<file path="config.mk">
export PLATFORM = sky130hd
export DESIGN_NAME = interrupt_controller
export DESIGN_NICKNAME = d
export VERILOG_FILES = /design/src/rtl/interrupt_controller.sv
export SDC_FILE = /design/constraint.sdc
export NUM_CORES = 1
export LEC_CHECK = 0
export BUFFER_PORTS_ARGS = -buffer_cell sky130_fd_sc_hd__buf_2
export CAP_MARGIN = 10
export CORE_MARGIN = 4
export CORE_UTILIZATION = 50
export DETAILED_ROUTE_END_ITERATION = 7
export PLACE_DENSITY = 0.79
export SETUP_SLACK_MARGIN = 0.1
export SYNTH_ARGS = -nofsm -noshare
export SYNTH_HDL_FRONTEND = slang
export SYNTH_SLANG_ARGS = --single-unit
export TNS_END_PERCENT = 100
</file>
<file path="constraint.sdc">
create_clock -name clk -period 1.9 [get_ports clk]
set_input_delay 0.475 -clock clk [delete_from_list [all_inputs] [get_ports clk]]
set_output_delay 0.475 -clock clk [all_outputs]
set_load 0.01 [all_outputs]
</file>
<file path="src/rtl/interrupt_controller.sv">
// Interrupt factor/mask registers with a fixed-priority, one-hot request vector.
// K-port pins pass through a 2-flop synchronizer and an edge detector.
module interrupt_controller #(
    parameter logic [11:0] FACTOR_BASE = 12'hF00,
    parameter logic [11:0] MASK_BASE   = 12'hF10,
    parameter logic [23:0] VEC_LINES   = {4'd11, 4'd9, 4'd7, 4'd5, 4'd3, 4'd1}
) (
    input  logic        clk,
    input  logic        reset_n,
    input  logic [15:0] event_pulse,
    input  logic [3:0]  k0_pin,
    input  logic [3:0]  k1_pin,
    input  logic [7:0]  k_edge_sel,
    input  logic [11:0] bus_addr,
    input  logic        bus_read,
    input  logic        bus_write,
    input  logic [3:0]  bus_wdata,
    output logic [3:0]  bus_rdata,
    output logic        bus_rdata_valid,
    output logic [14:0] interrupt_req
);

    logic [3:0]  factor [6];
    logic [3:0]  mask   [6];
    logic [7:0]  k_meta;
    logic [7:0]  k_sync;
    logic [7:0]  k_prev;
    logic [1:0]  warm;
    logic [7:0]  k_rise;
    logic [7:0]  k_fall;
    logic [7:0]  k_hit;
    logic [23:0] set_bits;
    logic [5:0]  fac_sel;
    logic [5:0]  msk_sel;
    logic [5:0]  pend;
    logic        rd_hit;
    logic [3:0]  rd_val;
    logic [14:0] req_next;

    // Sync and prev flops need three edges to agree after reset.
    assign k_rise   = k_sync & ~k_prev;
    assign k_fall   = ~k_sync & k_prev;
    assign k_hit    = (warm == 2'd3) ?
                      ((k_rise & k_edge_sel) | (k_fall & ~k_edge_sel)) : 8'h00;
    assign set_bits = {k_hit, event_pulse};

    always_comb begin
        fac_sel  = '0;
        msk_sel  = '0;
        pend     = '0;
        rd_val   = 4'h0;
        req_next = '0;
        for (int g = 0; g < 6; g++) begin
            fac_sel[g] = (bus_addr == FACTOR_BASE + 12'(g));
            msk_sel[g] = (bus_addr == MASK_BASE + 12'(g));
            if (fac_sel[g]) rd_val = factor[g];
            if (msk_sel[g]) rd_val = mask[g];
            pend[g] = |(factor[g] & mask[g]);
            // Ascending scan: the highest pending group wins.
            if (pend[g]) req_next = 15'd1 << VEC_LINES[4*g +: 4];
        end
        rd_hit = bus_read && ((|fac_sel) || (|msk_sel));
    end

    always_ff @(posedge clk or negedge reset_n) begin
        if (!reset_n) begin
            for (int g = 0; g < 6; g++) begin
                factor[g] <= 4'h0;
                mask[g]   <= 4'h0;
            end
            k_meta          <= '0;
            k_sync          <= '0;
            k_prev          <= '0;
            warm            <= '0;
            bus_rdata       <= 4'h0;
            bus_rdata_valid <= 1'b0;
            interrupt_req   <= '0;
        end else begin
            k_meta <= {k1_pin, k0_pin};
            k_sync <= k_meta;
            k_prev <= k_sync;
            if (warm != 2'd3) warm <= warm + 2'd1;
            for (int g = 0; g < 6; g++) begin
                factor[g] <= ((bus_read && fac_sel[g]) ? 4'h0 : factor[g])
                             | set_bits[4*g +: 4];
                if (bus_write && msk_sel[g]) mask[g] <= bus_wdata;
            end
            bus_rdata_valid <= rd_hit;
            if (rd_hit) bus_rdata <= rd_val;
            interrupt_req <= req_next;
        end
    end

endmodule

</file>
==> results.sh, run 1 <==
export IMPL_drv_slew=0
export IMPL_ys_warn_count=0
export IMPL_hp_class="input port to async pin"
export IMPL_synth_top_family_by_area="compound AO/OA/AOI/OAI gates"
export IMPL_nets=433
export IMPL_ys_ff_latch=85
export IMPL_drt_drc_violations_left=0
export IMPL_yosysMostFrequentCell="dfrtp_1"
export IMPL_status="finished clean"
export IMPL_drt_wl_total_microns=8040
export IMPL_synth_area_leader_cell="dfrtp_1"
export IMPL_worst_slack_ns=0.196
export IMPL_viasPerCell=5.38
export IMPL_routabilityCongestion=0.911
export IMPL_period_share_pct=89.7
export IMPL_post_cts_buffers=0
export IMPL_pwr_share_clk_pct=37.5
export IMPL_crit_required_ns=2.15
export IMPL_grt_max_degree=34
export IMPL_power_switching_share_pct=27.0
export IMPL_clock_skew_ns=0.0104
export IMPL_post_place_ws_ns=-0.161
export IMPL_groute_usage_overall_pct=19.4
export IMPL_ant_nets=0
export IMPL_fill_cells=575
export IMPL_antenna_found_initial=0
export IMPL_wl_per_cell_microns=16.6
export IMPL_cts_buffer_depth=2
export IMPL_cts_htree_levels=3
export IMPL_avgSynthCellArea_sq_um=12.3
export IMPL_start_kind="input port"
export IMPL_grt_first_pass_wirelength_microns=12900
export IMPL_pwr_share_seq_pct=55.0
export IMPL_path_buf_inv=2
export IMPL_coreArea_sq_mm=0.00721
export IMPL_synth_top_area_share_pct=57.8
export IMPL_syn_inst=298
export IMPL_synth_compound_area_share_pct=14.1
export IMPL_max_freq_ghz=0.587
export IMPL_rsz0062_at_grt="no"
export IMPL_end_kind="flip-flop"
export IMPL_final_hold_viol_count=0
export IMPL_cp_cell_sequence="buf_2 -> nor4b_2 -> and4_1 -> buf_4 -> nand4_1 -> mux2_2"
export IMPL_internal_power_w=0.00247
export IMPL_critical_path_class="input port to flip-flop"
export IMPL_antenna_cells=0
export IMPL_power_w=0.00338
export IMPL_vdd_ir_drop_worst_mv=0.454
export IMPL_cpLargestDelayFamily="simple AND/OR/NAND/NOR gates"
export IMPL_vias=2605
export IMPL_numCtsBuffers=9
export IMPL_overflow=0
export IMPL_dr_pass1_iters=4
export IMPL_synth_enable_flop_cells=0
export IMPL_drtIter0Drc=164
export IMPL_critical_path_slowest_cell="and4_1"
export IMPL_synthTopCellsByArea="dfrtp_1, mux2_2, mux4_2"
export IMPL_ys_async_sr_fraction_pct=100
export IMPL_powerDensity_mw_per_mm2=769
export IMPL_yosys_area_share_adder_pct=0.340
export IMPL_cts_clk_slew_worst_paths_ns=0.09
export IMPL_first_global_vias=2533
export IMPL_drv_cap=0
export IMPL_ios=72
export IMPL_drive_above_1_share_pct=36.6
export IMPL_die_w_microns=93.8
export IMPL_start_util_pct=51.0
export IMPL_yosys_area_share_simple_pct=10.5
export IMPL_period_minus_slack_ns=1.70
export IMPL_ys_seq_area_share_pct=57.8
export IMPL_post_dp_hpwl_microns=6210
export IMPL_area_growth_pct=19.6
export IMPL_p_sw_w=0.000913
export IMPL_crit_fanout=5
export IMPL_portBuffers=62
export IMPL_synth_xor_area_share_pct=0.238
export IMPL_critPathMaxStageDelay_ns=0.37
export IMPL_dieArea_sq_mm=0.00880
export IMPL_synthMuxAreaShare_pct=13.3
export IMPL_synth_common_cells="dfrtp_1, mux2_2, nand2_1, nor2_1, a21o_1"
export IMPL_yosys_cell_types_count=44
export IMPL_combPwrFrac_pct=7.6
export IMPL_worstSkewPairLatency_ns=0.36
export IMPL_cts_tree="yes"
export IMPL_clock_sinks=85
export IMPL_arrival_ns=1.95
export IMPL_die_h_microns=93.8
export IMPL_setup_viol=0
export IMPL_synth_ff_type="dfrtp_1"
export IMPL_multi_input_area_sq_mm=0.00146
export IMPL_num_rows=31
export IMPL_syn_area_sq_mm=0.00368
export IMPL_regArea_sq_mm=0.00213
export IMPL_cts_root_buf="clkbuf_8"
export IMPL_p_leak_nw=1.99
-- per-layer routing --
| layer | wire [microns] | GRT usage, % | share of wire (%) |
|---|---|---|---|
| met5 | 0 | 0 | 0 |
| met4 | 127 | 6.26 | 1.6 |
| met3 | 579 | 5.93 | 7.2 |
| met2 | 3570 | 28.3 | 44 |
| met1 | 3760 | 27.9 | 47 |
-- sequential cells by signal, indices dropped and copies added (netlist names) --
signal           cells
factor              24
mask                24
k_meta               8
k_prev               8
k_sync               8
interrupt_req        6
bus_rdata            4
warm                 2
bus_rdata_valid      1
-- final cells by class --
| cell class | count | area share (%) |
|---|---|---|
| flip-flops and latches | 85 | 48.4 |
| multi-input cells | 199 | 33.1 |
| repair buffers | 80 | 10.8 |
| clock buffers | 9 | 2.82 |
| well taps | 99 | 2.82 |
| clock inverters | 7 | 1.71 |
| inverters | 5 | 0.427 |
-- power by group through the flow --
stage,clock network (W),registers [W],logic [W]
2_1_floorplan,0,0.00189,0.000112
3_3_place_gp,0,0.00189,0.000253
4_1_cts,0.00129,0.00186,0.000257
5_1_grt,0.00137,0.00186,0.000284
6_report,0.00127,0.00186,0.000256
3_5_place_dp,0,0.00190,0.000256
-- cells by family after synthesis --
logic type,after synthesis
flip-flops,85
AND/OR/NAND/NOR,76
AO/OA/AOI/OAI,74
multiplexers,38
buffers and inverters,22
adder cells (fa/ha/maj),1
other,1
XOR/XNOR,1
-- timing repair --
| action | 4_1_cts | 5_1_grt |
|---|---|---|
| endpoints found under the setup margin | 0 | 3 |
| hold buffers | 0 | 0 |
| gates resized for setup | 0 | 1 |
-- layout by cell type, fill, tap and decap left out, types with 4 or more instances in the layout --
cell type,n
a21o_1,16
a22o_1,13
conb_1,9
nand2_1,24
mux2_2,26
buf_4,17
dfrtp_1,85
a21oi_1,9
nor2b_1,5
mux4_2,6
a22oi_1,6
a211oi_1,4
mux2i_1,6
nand3_1,7
o21ai_0,14
clkbuf_8,9
nor3_1,4
nor2_1,19
buf_2,61
-- path summary, 6_finish.rpt --
kind | from | endpoint | slack (ns) | cells past startpoint
worst max-delay path | bus_addr[5] | mask[17]$_DFFE_PN0P_ | 0.20 | 6
worst min-delay path | reset_n | k_prev[1]$_DFF_PN0_ | 0.03 | 1
worst max register to register | factor[6]$_DFF_PN0_ | interrupt_req[1]$_DFF_PN0_ | 0.26 | 5
worst min register to register | k_meta[7]$_DFF_PN0_ | k_sync[7]$_DFF_PN0_ | 0.36 | 0
max in group asynchronous | reset_n | factor[13]$_DFF_PN0_ | 1.34 | 2
min in group clk | k0_pin[2] | k_meta[2]$_DFF_PN0_ | 0.21 | 1
-- worst reg2reg max path: stages, from the launching register on --
cell,delay [ns]
dfrtp_1,0.42
a22o_1,0.24
a221oi_1,0.30
and3b_1,0.29
nand3_1,0.12
nor3_1,0.20
-- stage by stage --
| stage | util, % | area [sq um] | hold slack (ns) | TNS (ns) | cells |
|---|---|---|---|---|---|
| floorplan | - | 3710 | 0.179 | 0 | 306 |
| global placement | 58.1 | 4190 | 0.332 | -3.87 | 468 |
| detailed placement | 58.1 | 4190 | 0.336 | -4.69 | 468 |
| CTS | 60.9 | 4390 | 0.0379 | 0 | 484 |
| global route | 61.0 | 4400 | 0.0517 | 0 | 484 |
| finish | 61.0 | 4400 | 0.0321 | 0 | 484 |
No activity file was read; power rests on OpenSTA's default activity.
==> run 2, diff against run 1 <==
--- a/config.mk
+++ b/config.mk
@@ -7,6 +7,7 @@
 export LEC_CHECK = 0
 export BUFFER_PORTS_ARGS = -buffer_cell sky130_fd_sc_hd__buf_2
 export CAP_MARGIN = 10
+export CORE_ASPECT_RATIO = 1.25
 export CORE_MARGIN = 4
 export CORE_UTILIZATION = 50
 export DETAILED_ROUTE_END_ITERATION = 7
==> results.sh, run 2 (synthesis gave the netlist of run 1 again) <==
export IMPL_status="finished clean"
export IMPL_final_hold_viol_count=0
export IMPL_hold_buffers=0
export IMPL_r2r_start="mask[6]$_DFFE_PN0P_"
export IMPL_fill_cells=576
export IMPL_die_w_microns=84.7
export IMPL_drv_cap=0
export IMPL_rsz0062_at_grt="no"
export IMPL_critical_path_class="flip-flop to flip-flop"
export IMPL_end_kind="flip-flop"
export IMPL_max_freq_ghz=0.589
export IMPL_drt_wl_total_microns=8070
export IMPL_critical_path_slowest_cell="dfrtp_1"
export IMPL_drtIter0Drc=230
export IMPL_wl_per_cell_microns=17.1
export IMPL_antenna_cells=0
export IMPL_cts_repair_resized=0
export IMPL_cts_htree_levels=3
export IMPL_worstRegToRegCells=5
export IMPL_p_sw_w=0.000848
export IMPL_grt_first_pass_wirelength_microns=13000
export IMPL_period_minus_slack_ns=1.70
export IMPL_coreArea_sq_mm=0.00706
export IMPL_period_share_pct=89.4
export IMPL_crit_required_ns=2.18
export IMPL_viasPerCell=5.55
export IMPL_routabilityCongestion=0.886
export IMPL_drt_drc_violations_left=0
export IMPL_ant_nets=0
export IMPL_start_util_pct=52.1
export IMPL_internal_power_w=0.00257
export IMPL_powerDensity_mw_per_mm2=785
export IMPL_worstSkewPairLatency_ns=0.36
export IMPL_ios=72
export IMPL_area_growth_pct=18.4
export IMPL_path_depth=5
export IMPL_final_core_util_pct=61.7
export IMPL_combPwrFrac_pct=7.4
export IMPL_reg_top3="factor: 24 flops, mask: 24 flops"
export IMPL_dieArea_sq_mm=0.00880
export IMPL_post_dp_hpwl_microns=6050
export IMPL_cts_buffer_depth=2
export IMPL_num_rows=34
export IMPL_fin_worst_hold_slack_ns=0.113
export IMPL_drive_above_1_share_pct=36.1
export IMPL_clock_skew_ns=0.0104
export IMPL_post_cts_buffers=0
export IMPL_cts_root_buf="clkbuf_8"
export IMPL_hp_class="input port to async pin"
export IMPL_cts_tree="yes"
export IMPL_pwr_share_clk_pct=38.3
export IMPL_groute_usage_overall_pct=18.9
export IMPL_die_h_microns=104
export IMPL_pwr_share_seq_pct=54.3
export IMPL_layout_commonest_cell="dfrtp_1"
export IMPL_arrival_ns=1.98
export IMPL_cp_cell_sequence="a22o_1 -> a221oi_1 -> and3b_1 -> nand3_1 -> nor3_1"
export IMPL_grt_max_degree=86
export IMPL_power_switching_share_pct=24.8
export IMPL_worstReg2RegEnd="interrupt_req[1]$_DFF_PN0_"
export IMPL_numCtsBuffers=9
export IMPL_antenna_found_initial=0
export IMPL_cpLargestDelayFamily="simple AND/OR/NAND/NOR gates"
export IMPL_overflow=0
export IMPL_critPathMaxStageDelay_ns=0.44
export IMPL_vias=2618
export IMPL_p_leak_nw=1.97
export IMPL_crit_start="mask[6]$_DFFE_PN0P_"
export IMPL_portBuffers=62
export IMPL_reg2reg_slack_ns=0.20
export IMPL_nets=430
export IMPL_dr_pass1_iters=4
export IMPL_final_cell_mix="dfrtp_1, buf_2, mux2_2"
export IMPL_vdd_ir_drop_worst_mv=0.479
export IMPL_clock_sinks=85
export IMPL_cts_clk_slew_worst_paths_ns=0.09
export IMPL_start_kind="flip-flop"
export IMPL_setup_viol=0
export IMPL_path_buf_inv=0
export IMPL_crit_fanout=4
export IMPL_first_global_vias=2668
export IMPL_drv_slew=0
export IMPL_worstSetupEndpoint="interrupt_req[1]$_DFF_PN0_"
run 2: cell count changes in the layout (fill, tap and decap cells not counted):
cell and change:
a221oi_1 +1, a221oi_2 -1, and4_1 -1, and4_4 +1, buf_12 -1, buf_4 -2
bufinv_16 +1, clkinv_8 -1, inv_6 +3, inv_8 -3
run 2: final cells by class:
| class | instances | area (sq um) | share of cell area (%) |
|---|---|---|---|
| Multi-Input combinational cell | 199 | 1450 | 33.4 |
| Sequential cell | 85 | 2130 | 48.8 |
| Tap cell | 90 | 113 | 2.59 |
| Timing Repair Buffer | 77 | 438 | 10.1 |
| Inverter | 5 | 18.8 | 0.431 |
| Clock inverter | 7 | 81.3 | 1.87 |
| Clock buffer | 9 | 124 | 2.84 |
run 2: layer usage:
metal / GRT usage [%] / vias up / share of wire [%]
met5: 0 / - / 0
met3: 4.60 / 27 / 8.3
met2: 29.5 / 129 / 48
met1: 24.1 / 1237 / 40
li1: - / 1225 / -
met4: 10.4 / 0 / 3.5
run 2: worst min-delay path by stage:
stage,from,endpoint,slack (ns),cells after the start
2_1_floorplan,reset_n,bus_rdata[0]$_DFFE_PN0P_,0.18,0
4_1_cts,reset_n,k_meta[2]$_DFF_PN0_,0.14,2
3_3_place_gp,k_meta[2]$_DFF_PN0_,k_sync[2]$_DFF_PN0_,0.33,0
3_5_place_dp,k_meta[2]$_DFF_PN0_,k_sync[2]$_DFF_PN0_,0.33,0
5_1_grt,reset_n,k_meta[2]$_DFF_PN0_,0.15,2
6_report,reset_n,k_prev[2]$_DFF_PN0_,0.11,2
run 2: power by group through the flow:
stage	combinational [W]	sequential (W)	clock [W]
4_1_cts	0.000254	0.00186	0.00134
6_report	0.000254	0.00186	0.00131
2_1_floorplan	0.000112	0.00189	0
3_5_place_dp	0.000253	0.00190	0
5_1_grt	0.000282	0.00186	0.00141
3_3_place_gp	0.000248	0.00189	0
run 2: through the flow:
stage | power (W) | instances | setup WS (ns) | TNS (ns) | cell area, sq um
5_1_grt | 0.00356 | 472 | 0.116 | 0 | 4360
3_3_place_gp | 0.00214 | 456 | -0.111 | -3.70 | 4150
6_report | 0.00342 | 472 | 0.202 | 0 | 4360
3_5_place_dp | 0.00215 | 456 | -0.194 | -7.09 | 4150
2_1_floorplan | 0.00201 | 306 | 0.109 | 0 | 3710
4_1_cts | 0.00345 | 472 | 0.188 | 0 | 4350
